==> src/rtl/mips_pkg.sv <==
// -----------------------------------------------------------------------------
// mips_pkg
// Shared definitions for the unified-memory port arbiter.
//   arb_state_t  : arbiter FSM states (IDLE, data grant, fetch grant)
//   ADDR_W_DEF   : default address width
//   DATA_W_DEF   : default data width
// -----------------------------------------------------------------------------
package mips_pkg;

    localparam int ADDR_W_DEF = 32;
    localparam int DATA_W_DEF = 32;

    typedef enum logic [1:0] {
        IDLE  = 2'd0,
        GNT_D = 2'd1,
        GNT_I = 2'd2
    } arb_state_t;

endpackage

==> src/rtl/arb_watchdog.sv <==
// -----------------------------------------------------------------------------
// arb_watchdog
// Counts cycles spent in a grant state and flags the cycle in which the
// TIMEOUT_CYC-th grant cycle elapses without the memory completing.
// Ports:
//   clk, reset : clock, asynchronous active-high reset
//   clr        : restart the count (idle or command completing this cycle)
//   en         : a command is outstanding this cycle
//   timeout    : this is the last allowed cycle of the current command
// -----------------------------------------------------------------------------
module arb_watchdog
    import mips_pkg::*;
#(
    parameter int TIMEOUT_CYC = 15
) (
    input  logic clk,
    input  logic reset,
    input  logic clr,
    input  logic en,
    output logic timeout
);

    // The counter holds the number of grant cycles already completed, so it
    // only needs to reach TIMEOUT_CYC-1.
    localparam int CNT_W = (TIMEOUT_CYC > 2) ? $clog2(TIMEOUT_CYC) : 1;
    localparam logic [CNT_W-1:0] LAST = CNT_W'(TIMEOUT_CYC - 1);

    logic [CNT_W-1:0] cnt_q;
    logic [CNT_W-1:0] cnt_d;

    always_comb begin
        cnt_d = cnt_q;
        if (clr) begin
            cnt_d = '0;
        end else if (en && (cnt_q != LAST)) begin
            cnt_d = cnt_q + CNT_W'(1);
        end
    end

    always_ff @(posedge clk or posedge reset) begin
        if (reset) begin
            cnt_q <= '0;
        end else begin
            cnt_q <= cnt_d;
        end
    end

    assign timeout = en && (cnt_q == LAST);

endmodule

==> src/rtl/mem_port_arbiter.sv <==
// -----------------------------------------------------------------------------
// mem_port_arbiter
// Shares one single-port memory between instruction fetch (IF) and the
// load/store stage (MEM). Data requests win ties; after a data access a
// pending fetch is served next so fetch cannot starve. A watchdog aborts
// accesses the memory never completes and sets a sticky error flag.
// Ports:
//   clk, reset                 : clock, asynchronous active-high reset
//   if_req/if_addr             : fetch request (level, held until if_valid)
//   if_rdata/if_valid          : fetched word / one-cycle completion pulse
//   dm_req/dm_we/dm_addr/dm_wdata : data request (level, held until dm_valid)
//   dm_rdata/dm_valid          : load word / one-cycle completion pulse
//   stall_if/stall_mem         : combinational stall requests to the pipeline
//   mem_en/mem_we/mem_addr/mem_wdata : registered memory command
//   mem_rdata/mem_ready        : memory response
//   err                        : sticky watchdog-timeout flag
// -----------------------------------------------------------------------------
module mem_port_arbiter
    import mips_pkg::*;
#(
    parameter int ADDR_W      = ADDR_W_DEF,
    parameter int DATA_W      = DATA_W_DEF,
    parameter int TIMEOUT_CYC = 15
) (
    input  logic              clk,
    input  logic              reset,
    input  logic              if_req,
    input  logic [ADDR_W-1:0] if_addr,
    output logic [DATA_W-1:0] if_rdata,
    output logic              if_valid,
    input  logic              dm_req,
    input  logic              dm_we,
    input  logic [ADDR_W-1:0] dm_addr,
    input  logic [DATA_W-1:0] dm_wdata,
    output logic [DATA_W-1:0] dm_rdata,
    output logic              dm_valid,
    output logic              stall_if,
    output logic              stall_mem,
    output logic              mem_en,
    output logic              mem_we,
    output logic [ADDR_W-1:0] mem_addr,
    output logic [DATA_W-1:0] mem_wdata,
    input  logic [DATA_W-1:0] mem_rdata,
    input  logic              mem_ready,
    output logic              err
);

    arb_state_t        state_q, state_d;
    logic              mem_en_q, mem_en_d;
    logic              mem_we_q, mem_we_d;
    logic [ADDR_W-1:0] mem_addr_q, mem_addr_d;
    logic [DATA_W-1:0] mem_wdata_q, mem_wdata_d;
    logic              if_valid_q, if_valid_d;
    logic              dm_valid_q, dm_valid_d;
    logic [DATA_W-1:0] if_rdata_q, if_rdata_d;
    logic [DATA_W-1:0] dm_rdata_q, dm_rdata_d;
    logic              err_q, err_d;

    logic              wdog_timeout;
    logic              busy;
    logic              done;
    logic              req_d;
    logic              req_i;
    logic              take_d;
    logic              take_i;
    logic [DATA_W-1:0] rsp_data;

    // A requester is masked in its own valid cycle: its req is still high
    // there but belongs to the transaction that just finished.
    assign req_d = dm_req && !dm_valid_q;
    assign req_i = if_req && !if_valid_q;

    assign busy = (state_q != IDLE);
    // A watchdog abort completes the command exactly like mem_ready would.
    assign done = busy && (mem_ready || wdog_timeout);
    assign rsp_data = mem_ready ? mem_rdata : '0;

    // A new grant may start in IDLE or on the completing edge (back-to-back).
    // The port that is completing is masked, so data never takes two grants
    // in a row while a fetch is waiting.
    assign take_d = (!busy || done) && req_d && (state_q != GNT_D);
    assign take_i = (!busy || done) && !take_d && req_i && (state_q != GNT_I);

    arb_watchdog #(
        .TIMEOUT_CYC(TIMEOUT_CYC)
    ) u_wdog (
        .clk    (clk),
        .reset  (reset),
        .clr    (!busy || done),
        .en     (busy),
        .timeout(wdog_timeout)
    );

    always_comb begin
        state_d     = state_q;
        mem_en_d    = mem_en_q;
        mem_we_d    = mem_we_q;
        mem_addr_d  = mem_addr_q;
        mem_wdata_d = mem_wdata_q;
        if_valid_d  = 1'b0;
        dm_valid_d  = 1'b0;
        if_rdata_d  = if_rdata_q;
        dm_rdata_d  = dm_rdata_q;
        err_d       = err_q;

        if (done) begin
            if (state_q == GNT_D) begin
                dm_valid_d = 1'b1;
                // Stores leave the last load result visible.
                if (!mem_we_q) begin
                    dm_rdata_d = rsp_data;
                end
            end else begin
                if_valid_d = 1'b1;
                if_rdata_d = rsp_data;
            end
            if (!mem_ready) begin
                err_d = 1'b1;
            end
            state_d  = IDLE;
            mem_en_d = 1'b0;
            mem_we_d = 1'b0;
        end

        if (take_d) begin
            state_d     = GNT_D;
            mem_en_d    = 1'b1;
            mem_we_d    = dm_we;
            mem_addr_d  = dm_addr;
            mem_wdata_d = dm_wdata;
        end else if (take_i) begin
            state_d    = GNT_I;
            mem_en_d   = 1'b1;
            mem_we_d   = 1'b0;
            mem_addr_d = if_addr;
        end
    end

    always_ff @(posedge clk or posedge reset) begin
        if (reset) begin
            state_q     <= IDLE;
            mem_en_q    <= 1'b0;
            mem_we_q    <= 1'b0;
            mem_addr_q  <= '0;
            mem_wdata_q <= '0;
            if_valid_q  <= 1'b0;
            dm_valid_q  <= 1'b0;
            if_rdata_q  <= '0;
            dm_rdata_q  <= '0;
            err_q       <= 1'b0;
        end else begin
            state_q     <= state_d;
            mem_en_q    <= mem_en_d;
            mem_we_q    <= mem_we_d;
            mem_addr_q  <= mem_addr_d;
            mem_wdata_q <= mem_wdata_d;
            if_valid_q  <= if_valid_d;
            dm_valid_q  <= dm_valid_d;
            if_rdata_q  <= if_rdata_d;
            dm_rdata_q  <= dm_rdata_d;
            err_q       <= err_d;
        end
    end

    assign mem_en    = mem_en_q;
    assign mem_we    = mem_we_q;
    assign mem_addr  = mem_addr_q;
    assign mem_wdata = mem_wdata_q;
    assign if_valid  = if_valid_q;
    assign dm_valid  = dm_valid_q;
    assign if_rdata  = if_rdata_q;
    assign dm_rdata  = dm_rdata_q;
    assign err       = err_q;

    assign stall_if  = if_req && !if_valid_q;
    assign stall_mem = dm_req && !dm_valid_q;

endmodule
==> config.mk <==
export PLATFORM = sky130hd
export DESIGN_NAME = mem_port_arbiter
export DESIGN_NICKNAME = d
export VERILOG_FILES = /design/src/rtl/mips_pkg.sv /design/src/rtl/arb_watchdog.sv /design/src/rtl/mem_port_arbiter.sv
export SDC_FILE = /design/constraint.sdc
export NUM_CORES = 1
export LEC_CHECK = 0
export ABC_AREA = 1
export CORE_MARGIN = 1
export CORE_UTILIZATION = 38
export DETAILED_ROUTE_END_ITERATION = 7
export GPL_TIMING_DRIVEN = 0
export PLACE_DENSITY_LB_ADDON = 0.1
export SETUP_SLACK_MARGIN = 0.02
export SLEW_MARGIN = 20
export SYNTH_ARGS = -nofsm -noshare
export SYNTH_HDL_FRONTEND = slang
export SYNTH_HIERARCHICAL = 1
export SYNTH_SLANG_ARGS = --single-unit
==> constraint.sdc <==
create_clock -name clk -period 4.2 [get_ports clk]
set_clock_uncertainty 0.1 [all_clocks]
set_input_delay 0.63 -clock clk [delete_from_list [all_inputs] [get_ports clk]]
set_output_delay 0.63 -clock clk [all_outputs]
set_load 0.005 [all_outputs]
[Word-level counts from Yosys, hierarchy flattened]
Cells that the tools add are included.
Operators by class
  add/subtract/negate cells: 1
  reductions and logical operators: 23
  bitwise gates (word level): 3
  multiplexer cells: 17
  equality and inequality tests: 5
Operators with widths (number)
  $mux 32: 3
  $logic_and 1x1->1: 10
  $mux 1: 9
  $mux 4: 2
  $mux 2: 3
  $reduce_bool 2->1: 3
  $add 4x1->4 const B: 1
  $eq 4x4->1 const B: 1
  $logic_not 1->1: 4
  $ne 4x4->1 const B: 1
  $reduce_and 2->1: 2
  $not 1->1: 3
  $reduce_and 3->1: 1
  $reduce_bool 3->1: 1
  $eq 2x1->1 const B: 1
  $logic_or 1x1->1: 2
  $ne 2x1->1 const B: 1
  $ne 2x2->1 const B: 1
Word-level totals
  register bits after elaboration: 139
  word-level logic and storage cells: 60
  input port bits: 134
  output and inout bits: 135

[Depth between registers and ports, before layout]
Gate-level depths: netlist of run 1.
  word-level depth: 13
  gate-level depth with buffers: 13

[Modules after synthesis]
Netlist of run 1, hierarchy kept.
By module, submodules not included
  mem_port_arbiter: cells each 662, area an instance 5688.0 um^2, times used 1
  arb_watchdog: cells each 33, area an instance 254.0 um^2, times used 1

[Worst setup path after synthesis of run 1]
Ideal clock, no wire load.
  kind: register to register
  start: reg u_wdog.cnt_q[0]
  end: reg u_wdog.cnt_q[3]
  data required time: 3.982 ns
  data arrival time: 1.715 ns
  path slack: 2.267 ns
  library setup time: 0.118 ns
  stages on the path, launching flop included: 13
  path through: dfrtp_1 inv_1 ha_1 nand3_2 nor2_1 nor2_8 nand2_8 buf_2 inv_1 nand2_2 clkinv_2 nand2_1 nand2_1
On the way
  cells in the longest elaborated chain, start to end: 6
RTL lines
  from (decl): RTL line arb_watchdog.sv:28  | logic [CNT_W-1:0] cnt_q;
  from (signal assigned): RTL line arb_watchdog.sv:44  | cnt_q <= cnt_d;
  $eq 4x4->1 *: RTL line arb_watchdog.sv:48  | assign timeout = en && (cnt_q == LAST);
  $logic_and 1x1->1 *: RTL line arb_watchdog.sv:48
  net wdog_timeout: RTL line mem_port_arbiter.sv:59  | logic wdog_timeout;
  $logic_or 1x1->1 *: RTL line mem_port_arbiter.sv:75  | assign done = busy && (mem_ready || wdog_timeout);
  $logic_and 1x1->1 *: RTL line mem_port_arbiter.sv:75
  $logic_or 1x1->1 *: RTL line mem_port_arbiter.sv:89  | .clr (!busy || done),
  $mux 4 / $reduce_bool 2->1 (equally long branches)
The timed path passes the listed nets; every way through them passes the cells marked *. The select of a mux whose other input is x is not followed.
A chain may end at the register's enable or synchronous reset.

[Worst setup path after layout of run 1]
  start: in dm_req
  end: out stall_mem
On the way
  cells in the longest elaborated chain, start to end: 1
RTL lines
  from (decl): RTL line mem_port_arbiter.sv:31  | input logic dm_req,
  $logic_and 1x1->1: RTL line mem_port_arbiter.sv:176  | assign stall_mem = dm_req && !dm_valid_q;
  to (decl): RTL line mem_port_arbiter.sv:38  | output logic stall_mem,
Every way passes these cells.

==> summary.md, run 1 <==
| Metric | Value |
|---|---|
| Outcome | `complete, no violations` |
| Die outline area | `roughly 16000 µm²` |
| Pre-CTS WS | `roughly 1600 ps` |
| CTS sink cnt | `139` |
| Final WS setup | `between 1500 and 2000 ps` |
| Post-CTS sizing | `0` |
| Initial core utilization | `0.389` |
| Rel. slew slack | `0.547` |
| IO Pins | `269` |
| Min Clock Period, post-route | `2630 ps` |
| Hold Path End | `mem_addr[3]` |
| Post-synth top cells | `nand2_1, dfrtp_1, o21ai_0, nand3_1, buf_2` |
| Register area share after synthesis | `0.585` |
| DPL Wire Length | `12900 µm` |
| Worst skew pair latency | `420 ps` |
| Yosys Warn Count | `6` |
| Hold Path Depth | `2` |
| Port bufs | `267` |
| Post-synth EDFFs | `0` |
| Vias in the first global route | `5420` |
| Vias per cell | `around 4.6` |
| CP Capture Type | `primary output` |
| Nets@finish | `about 1100` |
| Largest net degree at the start of global routing | `33` |
| Crit path buf inv count | `3` |
| Synth Instances | `695` |
| TNS Setup | `0 ps` |
| Maximum root-to-sink buffer count | `2` |
| Synth cell types | `29` |
| Worst path required time | `3470 ps` |
| PD cells | `between 600 and 700 nW/µm²` |
| Critical path fanouts, max | `2` |
| Layout cells sized above 1 | `0.0912` |
| Hold Vio Cnt, Final | `0` |
| Worst R2R End | `u_wdog/cnt_q[3]` |
| Count leader, synth | `nand2_1` |
| Synth area leaders | `dfrtp_1, nand2_1, o21ai_0, nand3_1, buf_2` |
| Hold_buf cts | `0` |
| H-tree level count | `4` |
| Total congestion overflow | `0` |
| DRT Pass-1 Iters | `4` |
| Slowest-stage cell, CP | `clkdlybuf4s50_1` |
| Post-CTS setup repair buffer count | `0` |
| Core footprint | `roughly 15000 µm²` |
| Top cell type by total area after synthesis | `dfrtp_1` |
| GP Congestion | `about 0.76` |
| Syn_area_per_cell | `8.55 µm²` |
| Die Wd | `127 µm` |
| Static leakage | `4.59 nW` |
| Area Growth Syn to Fin | `61.0%` |
| Most used cell, CP | `clkdlybuf4s50_1` |
| FP Rows | `45` |
| Wire per inst | `14.4 µm` |
| Slew Limit Fails | `0` |
| Initial antenna violation count | `0` |
| Routed Antenna Nets | `0` |
| Final Setup Violations | `0` |
| CP Launch Type | `input pin` |
| Cells along the critical path | `clkdlybuf4s50_1 > nand2_1 > inv_1 > clkdlybuf4s50_1` |
| VDD IR-drop max | `0.000359 V` |
| Clock Pin Slew Worst Setup and Hold Paths | `60 ps` |
| TritonCTS clock tree | `yes` |
| Syn nets | `831` |
| Reg2Reg Depth | `12` |
| Fillers | `around 1300` |
| FF+latch count, synth | `between 100 and 150` |
| Max cap viols | `0` |
| Actual slew at the worst max-slew pin | `678 ps` |
| Final Cycle Share | `0.626` |
| CP max stage delay | `550 ps` |
| Flop2flop setup slack | `2010 ps` |
| RSZ-0062 raised after global routing | `no` |
| Drt total wl | `about 17000 µm` |
| Antenna Cells | `0` |
| Total GRT Usage | `0.223` |
| Post-Syn Area | `5940 µm²` |
| Area share of the leading cell type in the synthesized netlist | `0.585` |
| Hold_sp | `mem_addr[3]` |
| Worst Hold Class | `flop to flop` |
| Iteration-0 DRC Markers | `approximately 190` |
| Asr flop ratio synth | `1.00` |
| Critical path class | `input pin to primary output` |
| Drt drc | `0` |
| CP top delay family | `buffers and inverters` |
| R2R Path Start | `u_wdog/cnt_q[0]` |
| CP arrival | `1900 ps` |
| Synth Flop Type | `dfrtp_1` |
| TritonCTS buffer count | `17` |
| Die Ht | `127 µm` |
| Fmax | `0.381 GHz` |
| First-pass GRT wire length | `between 20000 and 30000 µm` |
| DR vias | `5535` |
| Root Driver | `clkbuf_16` |
==> tightest hold or removal path: stages (launching register included) <==
cell,delay [ps]
dfrtp_1,340
nand2_1,50
nand2_1,60
==> logic make-up after synthesis <==
family | Yosys count | synth area share
buffers and inverters | 56 | 0.0484
XOR/XNOR | 1 | 0.00147
AO/OA/AOI/OAI | 69 | 0.0604
adder cells (fa/ha/maj) | 2 | 0.00421
AND/OR/NAND/NOR | 428 | 0.300
flip-flops | 139 | 0.585
==> worst max path at each step <==
stage	depth (start not counted)	start	slack [ps]	to
after floorplan	1	reset	1790	dm_rdata[0]
after global placement	2	reset	450	mem_wdata[18]
after detailed placement	4	dm_req	1570	stall_mem
after CTS	4	dm_req	1570	stall_mem
after global routing	4	dm_req	1530	stall_mem
final	4	dm_req	1570	stall_mem
==> flip-flops by register name, summed over array words and instances (netlist names), 2 cells and up <==
signal        cells
mem_wdata        32
mem_addr         32
if_rdata         32
state_q           2
u_wdog/cnt_q      4
dm_rdata         32
==> per-layer routing <==
metal | wire length (µm) | GRT usage | part of all wire
met5 | 0 | 0 | 0
met4 | 328 | 0.0826 | 0.019
met3 | 1330 | 0.0737 | 0.076
met2 | 8030 | 0.354 | 0.46
met1 | 7760 | 0.286 | 0.44
==> where the power goes <==
group          total (mW)  switching (mW)  internal (mW)
Combinational        2.85            1.33           1.52
Sequential           2.24           0.328           1.92
Clock                1.50           0.565          0.935
Total                6.59            2.22           4.37
==> cell type report <==
class | count | area, µm² | area share
multi-input combinational | 500 | 2180 | 0.227
timing repair buffer | 271 | 2760 | 0.288
sequential | 139 | 3480 | 0.363
clock inverter | 10 | 115 | 0.0120
clock buffer | 22 | 484 | 0.0506
buffer | 38 | 216 | 0.0226
tap | 211 | 264 | 0.0276
inverter | 18 | 75.1 | 0.00785
==> placed cells by master, fill, tap and decap left out, types with 4 or more instances in the layout <==
cell type / instances
nand2_2: 11
nand2_1: 364
buf_2: 25
dfrtp_1: 139
inv_1: 14
nor2_1: 4
o21ai_1: 7
clkinv_2: 4
clkbuf_16: 17
nand3_1: 37
buf_12: 4
o21ai_0: 58
clkbuf_1: 9
clkinvlp_4: 4
clkbuf_8: 4
clkdlybuf4s50_1: 267
==> per-stage QoR <==
stage	hold WS [ps]	total power [mW]	cells	utilization	cell area, µm²
final	374	6.59	1209	0.627	9570
after global routing	392	7.06	1209	0.627	9570
after CTS	370	6.66	1209	0.627	9570
after detailed placement	364	5.13	1177	0.588	8970
after global placement	361	5.09	1173	0.582	8880
after floorplan	296	3.47	695	-	5950
Note: power is estimated with default switching activity, not from simulation.
==> run 2, diff against run 1 <==
Clock period 4.2 ns to 2.4 ns, I/O delays scaled along.
==> results of run 2 <==
The final DEF is identical to that of run 1. Status: complete, no violations.
Main changes from that run: setup slack after placement 1570 ps -> 222 ps; setup slack after layout 1570 ps -> 208 ps; hold slack 374 ps -> 106 ps; start point of the critical path dm_req -> u_wdog/cnt_q[0]; end point of the critical path stall_mem -> u_wdog/cnt_q[3]; register-to-register setup slack 2010 ps -> 210 ps; total power 6.59 mW -> 11.5 mW; worst IR drop on VDD 0.000359 V -> 0.000628 V
==> run 3, diff against run 2 <==
Settings changed: TNS_END_PERCENT from default to 10.
==> results of run 3 <==
The final DEF is identical to that of run 1. Status: complete, no violations.
Main changes from that run: setup slack after placement 1570 ps -> 222 ps; setup slack after layout 1570 ps -> 208 ps; hold slack 374 ps -> 106 ps; start point of the critical path dm_req -> u_wdog/cnt_q[0]; end point of the critical path stall_mem -> u_wdog/cnt_q[3]; register-to-register setup slack 2010 ps -> 210 ps; total power 6.59 mW -> 11.5 mW; worst IR drop on VDD 0.000359 V -> 0.000628 V
==> variant, RTL diff (flow settings as in run 1) <==
Make the reset (`reset`) synchronous in 2 clocked blocks. Comments in the files are not updated.
--- a/src/rtl/arb_watchdog.sv
+++ b/src/rtl/arb_watchdog.sv
@@ -37,7 +37,7 @@
         end
     end
 
-    always_ff @(posedge clk or posedge reset) begin
+    always_ff @(posedge clk) begin
         if (reset) begin
             cnt_q <= '0;
         end else begin
--- a/src/rtl/mem_port_arbiter.sv
+++ b/src/rtl/mem_port_arbiter.sv
@@ -136,7 +136,7 @@
         end
     end
 
-    always_ff @(posedge clk or posedge reset) begin
+    always_ff @(posedge clk) begin
         if (reset) begin
             state_q     <= IDLE;
             mem_en_q    <= 1'b0;
Check against the original RTL: differs if reset is asserted again (counterexample within 4 cycles, from zero or initial values and one cycle with reset high); with reset held inactive, the same outputs for 4 cycles.
==> variant against run 1 <==
First-iteration DRC count grew 18%; hold slack lost 0.015 ns; setup slack gained 0.12 ns; routed wire length shrank 1.4%; cell area shrank 1.3%; die area shrank 0.60%; register-to-register slack lost 0.04 ns; sequential cell count is the same; area after synthesis shrank 0.61%; highest routed layer unchanged.
Power is not compared: it rests on default switching activity, and its combinational part moved more than twofold at a synthesized area within 25%.
==> variant: results (changes against run 1) <==
[status]
status = finished clean

[final_layout]
nFillCells = 1464  ; +12%
n_antenna_cell = 0  ; unchanged
nNetsFinal = 1294  ; +15%
drive_gt1_share_pct = 6.67  ; -2.5 points

[clock_tree]
cts_resized = 0  ; unchanged
clkSlewWorstSetupHoldPaths_ns = 0.05
clockRootBuffer = clkbuf_16
cts_setup_buffers = 0  ; unchanged
cts_buffer_depth = 2  ; unchanged
htree_num_levels = 4  ; unchanged
cts_made_buffers = 17  ; unchanged
clkLatencyLatePin_ns = 0.41

[routing]
drt-total-wl_um = 17200  ; -1.4%
drtIter0Drc = 220  ; +18%
drtPass1Iterations = 5  ; +1
vias = 5951  ; +7.5%

[placed_design]
place_area_mm2 = 0.00881  ; -1.7%
port_buffers = 267  ; unchanged
dpl.hpwl_um = 13000  ; +0.93%
gp_congestion = 0.766  ; +0.45%

[global_routing]
grt_pass1_vias = 5593  ; +3.2%
antenna_found_initial = 0  ; unchanged
grt_pass1_wl_um = 27800  ; +0.27%
grt_max_degree = 17  ; -48%
grt_usage_pct = 22.2  ; -0.15 points

[synthesis]
synth_top_family_by_area = simple AND/OR/NAND/NOR gates
synth_compound_gate_area_share_pct = 8.96  ; +2.9 points
yosysWarnings = 6  ; unchanged
synth_xor_area_share_pct = 0  ; -0.15 points
yosys.area_share.adder_pct = 0.424  ; +0.0026 points
ys_types = 23  ; -21%
synthArstFlopShare_pct = 0  ; -100 points
post_synth_mux_area_share_pct = 0  ; unchanged
yosys-top-cells-area = dfxtp_1 (47%), nand2_1 (21%), nor2_1 (9.2%)
ys_top_cells_by_count = nand2_1 (333), nor2_1 (144), dfxtp_1 (139)
seq_area_frac_synth_pct = 47.1  ; -11 points
syn_nets = 1008  ; +21%

[hold_path]
hold_start = dm_rdata[25]

[critical_path]
r2r_start = u_wdog/cnt_q[0]
r2r_slack_ns = 1.97  ; -0.04 ns
critPathLaunch = dm_req
cp_max_fo = 2  ; unchanged
cp.arrival_ns = 1.77  ; -0.13 ns

[power_and_ir_drop]
leakagePower_nw = 4.08
ir_drop_uv = 268

[sta]
worst-slew-pin-transition_ns = 0.506  ; -0.171 ns

variant: cell count changes in the layout (fill, tap and decap cells not counted), sizes merged, moves of 12 or more:
cell,run 1,this run
dfrtp,139,0
dfxtp,0,139
nor2,9,147
a21oi,2,69
inv,16,79
nand2,378,339
nand3,39,5
o21ai,66,34
clkbuf,30,42
variant: cells by family (layout without fill, tap and decap cells):
| group | after synthesis | after routing |
|---|---|---|
| AOI/OAI and AO/OA | 105 | 105 |
| DFF | 139 | 139 |
| buffers and inverters | 131 | 429 |
| and+or+nand+nor | 495 | 495 |
| adders and majority gates | 2 | 2 |
variant: power breakdown:
part | internal, W | leakage [nW] | switching [W] | total (W)
Clock | 0.00104 | 0.304 | 0.000557 | 0.00159
Sequential | 0.00143 | 1.14 | 0.0000549 | 0.00148
Combinational | 0.000443 | 2.64 | 0.000389 | 0.000832
Total | 0.00291 | 4.08 | 0.00100 | 0.00391
variant: per-stage QoR:
stage                     worst slack [ns]  util, %  instances  hold WS (ns)
after floorplan                       2.27        -        872         0.355
after global placement                1.37     58.0       1327         0.348
after detailed placement              1.39     58.0       1327         0.351
after CTS                             1.68     62.1       1358         0.360
after global routing                  1.63     62.1       1358         0.373
final                                 1.70     62.1       1358         0.359
variant: worst max-delay path, cell delays in order:
cell,delay (ns)
clkdlybuf4s50_1,0.46
nand2_1,0.08
inv_1,0.09
clkdlybuf4s50_1,0.51
variant: layout make-up:
type	instances	share of cell area, %
flip-flops and latches	139	29.5
repair buffers	267	28.3
multi-input cells	602	26.5
clock buffers	20	4.94
plain buffers	53	3.46
inverters	78	3.10
well taps	188	2.49
clock inverters	11	1.76
variant: layer usage:
metal / wire [um] / GRT usage [%]
met1: 7260 / 25.5
met4: 191 / 6.09
met2: 8140 / 37.6
met3: 1620 / 9.49
met5: 0 / 0
variant: final timing paths:
path | to | cells past startpoint
worst max register to register | if_rdata[18] | 10
worst max-delay path | stall_mem | 4
worst min register to register | dm_rdata[25] | 2
worst min-delay path | dm_rdata[25] | 2
